`config.mk`:
```
export PLATFORM = sky130hd
export DESIGN_NAME = fifo_burst_reader
export DESIGN_NICKNAME = d
export VERILOG_FILES = /design/src/rtl/fifo_burst_reader.sv
export SDC_FILE = /design/constraint.sdc
export NUM_CORES = 1
export LEC_CHECK = 0
export ABC_AREA = 1
export CORE_MARGIN = 2
export CORE_UTILIZATION = 45
export DETAILED_ROUTE_END_ITERATION = 7
export PLACE_DENSITY_LB_ADDON = 0.15
export SLEW_MARGIN = 30
export SYNTH_ARGS = -nofsm -noshare
export SYNTH_HDL_FRONTEND = slang
export SYNTH_SLANG_ARGS = --single-unit
```
`constraint.sdc`:
```
create_clock -name clk -period 6 [get_ports clk]
set_input_delay 0.9 -clock clk [delete_from_list [all_inputs] [get_ports clk]]
set_output_delay 0.9 -clock clk [all_outputs]
set_load 0.02 [all_outputs]
```
`src/rtl/fifo_burst_reader.sv`:
```
// Drains a show-ahead FIFO into length-delimited bursts on a valid/ready stream.
// Full bursts start at BURST_LEN buffered words; a timeout flushes partial levels.
module fifo_burst_reader #(
    parameter int WIDTH          = 32,
    parameter int FIFO_DEPTH     = 32,
    parameter int BURST_LEN      = 8,
    parameter int TIMEOUT_CYCLES = 64
) (
    input  logic                             clk,
    input  logic                             rst,
    input  logic                             enable,
    input  logic                             fifo_empty,
    input  logic [$clog2(FIFO_DEPTH+1)-1:0]  fifo_count,
    input  logic [WIDTH-1:0]                 fifo_dout,
    output logic                             fifo_rd_en,
    output logic                             m_valid,
    input  logic                             m_ready,
    output logic [WIDTH-1:0]                 m_data,
    output logic                             m_last,
    output logic                             busy,
    output logic [1:0]                       dbg_state
);

    // Stream handshake: a beat transfers on any rising edge where m_valid && m_ready.
    // m_valid never depends on m_ready, and m_data/m_last hold while m_valid && !m_ready.

    localparam int CW = $clog2(FIFO_DEPTH + 1);
    localparam int IW = $clog2(BURST_LEN + 1);
    localparam int TW = (TIMEOUT_CYCLES > 1) ? $clog2(TIMEOUT_CYCLES) : 1;

    localparam logic [CW-1:0] BURST_LEN_C = CW'(BURST_LEN);
    localparam logic [IW-1:0] BURST_LEN_I = IW'(BURST_LEN);
    localparam logic [TW-1:0] TIMEOUT_MAX = (TIMEOUT_CYCLES > 0) ? TW'(TIMEOUT_CYCLES - 1) : '0;
    localparam bit            FLUSH_EN    = (TIMEOUT_CYCLES != 0);

    localparam logic [1:0] S_IDLE  = 2'd0;
    localparam logic [1:0] S_ISSUE = 2'd1;
    localparam logic [1:0] S_DRAIN = 2'd2;

    logic [1:0]       state;
    logic [1:0]       state_next;
    logic [IW-1:0]    burst_len;
    logic [IW-1:0]    issued;
    logic [TW-1:0]    tcnt;
    logic [1:0]       occ;
    logic [WIDTH-1:0] data0;
    logic [WIDTH-1:0] data1;
    logic             last0;
    logic             last1;

    logic has_data;
    logic partial;
    logic start_full;
    logic start_flush;
    logic push;
    logic final_pop;
    logic accept;

    assign has_data    = (fifo_count != '0);
    assign partial     = enable && has_data && (fifo_count < BURST_LEN_C);
    assign start_full  = (state == S_IDLE) && enable && (fifo_count >= BURST_LEN_C);
    assign start_flush = (state == S_IDLE) && !start_full && FLUSH_EN &&
                         (tcnt == TIMEOUT_MAX) && enable && has_data;

    // Pops look only at registered occupancy, so m_ready never reaches fifo_rd_en.
    assign push      = (state == S_ISSUE) && !fifo_empty && (occ < 2'd2);
    assign final_pop = push && (issued == burst_len - IW'(1));
    assign accept    = m_valid && m_ready;

    assign fifo_rd_en = push;
    assign m_valid    = (occ != 2'd0);
    assign m_data     = data0;
    assign m_last     = last0;
    assign busy       = (state != S_IDLE);
    assign dbg_state  = state;

    always_comb begin
        state_next = state;
        case (state)
            S_IDLE:  if (start_full || start_flush) state_next = S_ISSUE;
            S_ISSUE: if (final_pop)                 state_next = S_DRAIN;
            S_DRAIN: if (accept && m_last)          state_next = S_IDLE;
            default:                                state_next = S_IDLE;
        endcase
    end

    always_ff @(posedge clk) begin
        if (rst) begin
            state     <= S_IDLE;
            burst_len <= '0;
            issued    <= '0;
            tcnt      <= '0;
        end else begin
            state <= state_next;

            if (start_full) begin
                burst_len <= BURST_LEN_I;
            end else if (start_flush) begin
                burst_len <= IW'(fifo_count);
            end

            if (state == S_IDLE) begin
                issued <= '0;
            end else if (push) begin
                issued <= issued + IW'(1);
            end

            // Idle timer only runs while a partial level waits in IDLE, saturating at its limit.
            if ((state != S_IDLE) || start_full || start_flush || !partial) begin
                tcnt <= '0;
            end else if (tcnt != TIMEOUT_MAX) begin
                tcnt <= tcnt + TW'(1);
            end
        end
    end

    // Two-entry skid buffer; entry 0 is the head driving the stream outputs.
    always_ff @(posedge clk) begin
        if (rst) begin
            occ   <= 2'd0;
            data0 <= '0;
            last0 <= 1'b0;
            data1 <= '0;
            last1 <= 1'b0;
        end else begin
            case ({push, accept})
                2'b10: begin
                    if (occ == 2'd0) begin
                        data0 <= fifo_dout;
                        last0 <= final_pop;
                    end else begin
                        data1 <= fifo_dout;
                        last1 <= final_pop;
                    end
                    occ <= occ + 2'd1;
                end
                2'b01: begin
                    if (occ == 2'd2) begin
                        data0 <= data1;
                        last0 <= last1;
                    end else begin
                        last0 <= 1'b0;
                    end
                    occ <= occ - 2'd1;
                end
                2'b11: begin
                    if (occ == 2'd2) begin
                        data0 <= data1;
                        last0 <= last1;
                        data1 <= fifo_dout;
                        last1 <= final_pop;
                    end else begin
                        data0 <= fifo_dout;
                        last0 <= final_pop;
                    end
                end
                default: ;
            endcase
        end
    end

endmodule

```
Yosys cells after proc, flatten, opt, wreduce, memory -nomap -nowiden
Cells that the tools add are included.
Operators by class
  equal/unequal tests: 16
  $lt $le $gt $ge: 3
  add/sub/neg operators: 5
  mux-type cells: 21
  reduce and logical (&&, ||, !) cells: 36
Operators with widths (number)
  32-bit two-way mux: 5
  32-bit case mux with 3 select lines: 1
  32-bit case mux with 2 select lines: 1
  2-bit inequality test, second input constant: 7
  1-bit logical AND: 13
  2-bit nonzero test: 5
  3-bit AND reduction: 3
  2-bit == test, second input constant: 4
  4-bit two-way mux: 2
  6-bit by 1-bit adder with 6-bit output, second input constant: 1
  6-bit == test, second input constant: 1
  6-bit by 4-bit >= comparator with 1-bit output, second input constant: 1
  6-bit by 4-bit less-than comparator with 1-bit output, second input constant: 1
  2-bit two-way mux: 3
  6-bit inequality test, second input constant: 1
  2-bit case mux with 3 select lines: 1
  6-bit nonzero test: 1
  2-bit OR reduction: 3
  1-bit two-way mux: 5
  4-bit by 1-bit adder with 4-bit output, second input constant: 1
  2-bit by 1-bit == test with 1-bit output, second input constant: 2
  4-bit == test: 1
  2-bit zero test: 2
  1-bit logical OR: 4
  10 further kinds: 12
Word-level totals
  register bits: 84
  input bits: 43

Depth between registers and ports, before layout
Gate-level depths: netlist (run 1).
  depth in word-level cells: 11
  mapped depth: 13
  gate-level depth less buffers: 11

Worst setup path after synthesis (run 1)
Ideal clock, no wire load.
  path kind: input to register
  start point: in fifo_empty
  end point: reg data0[10] (netlist: m_data[10])
  path buffers: 1
  arrival time: 2524 ps
  stages: 12
  required time: 5883 ps
  library setup time: 117 ps
  path slack: 3359 ps
  cell sequence: inv_1 -> nand2_1 -> nor2_2 -> inv_1 -> ha_1 -> inv_1 -> nor2_1 -> nor3_2 -> inv_1 -> buf_2 -> nor2_1 -> nor2_1
On the way
  longest elaborated chain between the ends: 6
Ends and longest elaborated chain
  from (decl): line 12  | input logic fifo_empty,
  1-bit zero test *: line 66  | assign push = (state == S_ISSUE) && !fifo_empty && (occ < 2'd2);
  1-bit logical AND * (2 in a row): line 66
  named net fifo_rd_en: line 15  | output logic fifo_rd_en,
  2-bit by 1-bit == test with 1-bit output / 2-bit == test (equally long branches): line 126  | case ({push, accept})
  2-bit inequality test (no source line) / 3-bit nonzero test (equally long branches)
  3-bit AND reduction (no source line)
  to (signal assigned): line 129  | data0 <= fifo_dout;
  to (signal assigned): line 139  | data0 <= data1;
  to (signal assigned): line 148  | data0 <= data1;
  to (decl): line 46  | logic [WIDTH-1:0] data0;
Mark *: on every way through the listed nets, which the timed path passes. The rest lies on a longest branch.
A chain may end at the register's enable or synchronous reset.

Final worst setup path (run 1)
  start point: in fifo_empty
  end point: reg data1[4]
On the way
  longest elaborated chain between the ends: 6
Ends and longest elaborated chain
  1-bit zero test *: line 66
  1-bit logical AND * (2 in a row): line 66
  2-bit == test: line 126
  2-bit inequality test (no source line) / 2-bit nonzero test (equally long branches)
  3-bit AND reduction (no source line)
  to (signal assigned): line 132  | data1 <= fifo_dout;
  to (signal assigned): line 150  | data1 <= fifo_dout;
  to (decl): line 47  | logic [WIDTH-1:0] data1;
Every way passes the cells marked *; elsewhere a longest branch is shown, timed or not.

==> impl_metrics.toml, run 1 <==
[status]
status = "finished, final reports clean"

[final_layout]
final_cells = 710
diodes = 0
fin_nets = 650
final_layout_size_suffix_gt1_share_pct = 6.78
area_growth_pct = 26.2
final_util_pct = 58.9

[pwr]
internal_power_mw = 0.959
p_sw_mw = 0.506
pwr-share-clk_pct = 24.9
power_frac_comb_pct = 30.0
powerDensity_nw_per_um2 = 303
finalPower_mw = 1.47
p_sw_share_pct = 34.5
power_leakage_nw = 1.97
seqPwrFrac_pct = 45.2
ir_worst_vdd_uv = 148

[synth]
synth_edf_count = 0
yosysSeqAreaShare_pct = 43.9
ys_seq_elements = 84
syn_nets = 584
avgSynthCellArea_sq_um = 7.18
async_reset_ff_share_pct = 0
syn_area_sq_um = 3830
synth-main-ff-cell = "dfxtp_1"
yosys.cell_types.count = 32
synth_cells = 534
yosysWarnings = 0

[grt]
grt_max_degree = 40
grt_overflow = 0
antenna_found_initial = 0
grt_pass1_vias = 3304
grt_pass1_wl_mm = 14.6
grt_use_total_pct = 19.9

[route]
drc = 0
wl_mm = 8.62
antenna_left = 0
vias = 3554
wl_per_cell_um = 12.1
drt_iter0_markers = 122
firstDrtPassIters = 4
routed_via_density = 5.01

[sta]
fin_worst_skew_ns = 0.0111
fin_crit_sh_pct = 58.3
slew_viol_final = 0
slew_headroom_pct = 46.0
period_needed_ns = 3.50
finalSetupViolations = 0
hold_viol = 0
tightest_slew_ns = 0.809
max_freq_mhz = 286
fin_setup_tns_ns = 0
rsz0062_at_grt = "no"

[die]
rows = 33
initial_core_util_pct = 46.6
dieArea_sq_um = 9270
die_h_um = 96.3
core_area_sq_um = 8220
die_x_um = 96.3
io_pins = 81

[cts]
hold_buffers = 0
ctsHtreeMaxLevel = 3
cts_resized = 0
numCtsBuffers = 9
cts_tree = "built"
clock_sinks = 84
postCtsSetupBuffers = 0
path_clk_slew_ns = 0.08
root_buffer = "clkbuf_8"
worstSkewPairLatency_ns = 0.35
cts_buffer_depth = 2

[place]
dp_hpwl_mm = 5.84
gp_congestion = 0.871
io_buffers = 80
numPlacedInstances = 694

[worst_setup_path]
end_kind = "register"
crit_type = "in -> reg"
worstSetupStartpointType = "input pin"
critPathMaxFanout = 36
crit_required_ns = 6.28
crit_arrival_ns = 3.78
reg2regPathDepth = 10

[hold_path]
hold_depth = 1
hp-class = "reg -> reg"

[run]
drv_cap = 0
worst max-delay path: stages:
cell and delay, ns:
clkdlybuf4s50_1 0.44, inv_1 0.07, nand2_1 0.06, nor2_2 0.34, ha_1 0.22, inv_1 0.04
nor2_1 0.21, inv_1 0.11, o21ai_4 0.54, buf_4 0.49, o21ai_0 0.16, a21oi_1 0.18
cell usage in the layout, fill, tap and decap left out, drive strengths merged, types with 2 or more instances in the layout:
cell	synthesis	routed
xor2	2	2
o21ai	104	104
inv	63	64
clkbuf	8	9
nand3	45	45
clkinv	0	4
nor3	3	3
clkinvlp	0	2
nand4	2	2
a21oi	42	42
nor2	100	100
ha	7	7
buf	21	4
xnor2	2	2
clkdlybuf4s50	0	80
dfxtp	84	84
nand2	43	43
path summary, 6_finish.rpt:
kind | from | end | slack, ns
setup / recovery | fifo_empty | data1[4] | 2.50
hold reg to reg | occ[1] | occ[1] | 0.50
setup reg to reg | occ[0] | data1[4] | 2.96
hold / removal | occ[1] | occ[1] | 0.50
cells in the mapped netlist, types with 2 or more instances:
cell	n	area, sq um
xnor2_1	2	17.5
buf_2	17	85.1
o21ai_0	86	430
nor3_1	2	10.0
inv_2	2	7.51
ha_1	7	87.6
dfxtp_1	84	1680
xor2_1	2	17.5
nor2_1	98	368
nor2_2	2	12.5
nand2_2	2	12.5
a21oi_1	31	155
nand3_1	45	225
o21ai_1	17	85.1
buf_4	3	22.5
nand4_1	2	12.5
a21oi_2	11	96.3
nand2_1	41	154
inv_1	61	229
clkbuf_1	7	26.3
cell families (layout without fill, tap and decap cells):
family	count (synthesis)	count (layout)	synth area share, %
simple gates	196	196	21.5
buf+inv	92	163	10.1
flops	84	84	43.9
mux	1	1	0.261
compound gates	150	150	21.0
xor+xnor	4	4	0.914
fa+ha+maj	7	7	2.29
area by class of cell:
type	count	area [sq um]
clock buffers	9	124
clock inverters	7	51.3
fillers	791	3380
inverters	63	236
multi-input cells	358	1780
flip-flops and latches	84	1680
well taps	105	131
repair buffers	84	831
through the flow:
step	hold WS (ns)	instance area [sq um]	worst slack, ns
floorplan	0.455	3830	3.36
global placement	0.481	4660	2.12
detailed placement	0.493	4660	2.14
CTS	0.508	4840	2.51
global route	0.551	4840	2.24
finish	0.502	4840	2.50
metal layers:
layer  up-vias  track usage, %  routed length, um
li1       1871               -                  -
met1      1576            25.0               4000
met2        96            33.7               4000
met3        11            3.13                496
met4         0            8.21                131
met5         -               0                  0
sequential cells by signal, summed over array words and instances (netlist names):
name	cells
dbg_state	2
m_data	32
burst_len	4
last1	1
issued	4
occ	2
m_last	1
tcnt	6
data1	32
power groups by stage:
stage	logic (mW)	clock network [mW]	registers (mW)
floorplan	0.206	0	0.731
global placement	0.439	0	0.674
detailed placement	0.443	0	0.675
CTS	0.444	0.374	0.663
global route	0.487	0.396	0.671
finish	0.439	0.364	0.662
No activity file was read; power rests on OpenSTA's default activity.
==> run 2, diff against run 1 <==
==> constraint.sdc (replaced) <==
create_clock -name clk -period 3.2 [get_ports clk]
set_input_delay 0.48 -clock clk [delete_from_list [all_inputs] [get_ports clk]]
set_output_delay 0.48 -clock clk [all_outputs]
set_load 0.02 [all_outputs]
==> impl_metrics.toml, run 2 (synthesis gave the netlist of run 1 again) <==
[status]
status = "finished, final reports clean"

[run]
drv_cap = 0

[final_layout]
diodes = 0
fin_nets = 657
fin_area_sq_um = 4930
final_common_cell = "nor2_1"
area_growth_pct = 28.5
mostFrequentLayoutCells = "nor2_1, o21ai_0, dfxtp_1, clkdlybuf4s50_1, inv_1"
final_layout_size_suffix_gt1_share_pct = 7.36

[worst_setup_path]
crit_required_ns = 3.48
crit_type = "reg -> reg"
reg2regPathDepth = 11
r2r_end = "data1[7]"
endpoint = "data1[7]"
startpoint = "occ[0]"
end_kind = "register"
r2r_slack_ns = 0.65
r2r-start = "occ[0]"
worstSetupStartpointType = "register"
crit_arrival_ns = 2.84
critPathMaxFanout = 36

[cts]
postCtsSetupBuffers = 0
path_clk_slew_ns = 0.08
root_buffer = "clkbuf_8"
hold_buffers = 0
worstSkewPairLatency_ns = 0.35
ctsHtreeMaxLevel = 3
clock_sinks = 84
cts_tree = "built"
numCtsBuffers = 9
cts_buffer_depth = 2
cts_resized = 0

[sta]
hold_viol = 0
period_needed_ns = 2.55
max_freq_mhz = 391
rsz0062_at_grt = "no"
timing.hold.ws_ns = 0.521
fin_worst_skew_ns = 0.00619
fin_setup_tns_ns = 0
tightest_slew_ns = 0.564
finalSetupViolations = 0
fin_ws_ns = 0.646
fin_crit_sh_pct = 79.8
slew_headroom_pct = 62.3
slew_viol_final = 0

[place]
io_buffers = 80
dp_hpwl_mm = 6.11
gp_congestion = 0.843
dpl_cell_area_sq_um = 4710
post-place-ws_ns = 0.267

[hold_path]
hp-class = "reg -> reg"
hold_depth = 1

[grt]
grt_use_total_pct = 20.6
grt_overflow = 0
grt_max_degree = 37
grt_pass1_vias = 3438
antenna_found_initial = 0
grt_pass1_wl_mm = 15.0

[die]
io_pins = 81
dieArea_sq_um = 9270
die_x_um = 96.3
core_area_sq_um = 8220
rows = 33
initial_core_util_pct = 46.6
die_h_um = 96.3

[route]
wl_mm = 8.91
routed_via_density = 4.99
drc = 0
firstDrtPassIters = 4
vias = 3574
wl_per_cell_um = 12.4
drt_iter0_markers = 120
antenna_left = 0

[pwr]
power_leakage_nw = 2.03
ir_worst_vdd_uv = 309
powerDensity_nw_per_um2 = 590
finalPower_mw = 2.91
==> run 2: critical path, stage by stage (launching register included) <==
cell     delay (ns)
dfxtp_1        0.48
inv_2          0.10
nand2_2        0.10
nand2_2        0.12
inv_2          0.08
buf_4          0.33
ha_1           0.37
nand2_1        0.15
o21ai_4        0.08
buf_4          0.37
o21ai_0        0.16
a21oi_1        0.13
==> run 2: area by class of cell <==
cell class | count | area [sq um]
fillers | 759 | 3290
multi-input cells | 358 | 1780
flip-flops and latches | 84 | 1680
repair buffers | 91 | 883
inverters | 63 | 236
clock buffers | 11 | 141
well taps | 105 | 131
clock inverters | 4 | 73.8
==> run 2: worst min-delay path by stage <==
stage                  end    from
floorplan           occ[1]  occ[1]
global placement    occ[1]  occ[1]
detailed placement  occ[1]  occ[1]
CTS                 occ[1]  occ[1]
global route        occ[1]  occ[1]
finish              occ[1]  occ[1]
==> run 2: per-layer routing <==
layer / vias up / share of wire (%) / GRT usage (%)
li1: 1892 / - / -
met1: 1618 / 48 / 26.0
met2: 56 / 47 / 34.8
met3: 8 / 3.9 / 3.68
met4: 0 / 1.1 / 7.86
met5: - / 0 / 0
==> run 2: power breakdown <==
part	internal, mW	total [mW]	switching [mW]
clock network	0.457	0.823	0.366
registers	1.17	1.24	0.0681
logic	0.357	0.844	0.487
==> run 2: stage by stage <==
stage	std cells	utilization, %
after floorplan	534	-
after global placement	701	57.3
after detailed placement	701	57.3
after CTS	716	60.0
after global routing	716	60.0
final	716	60.0
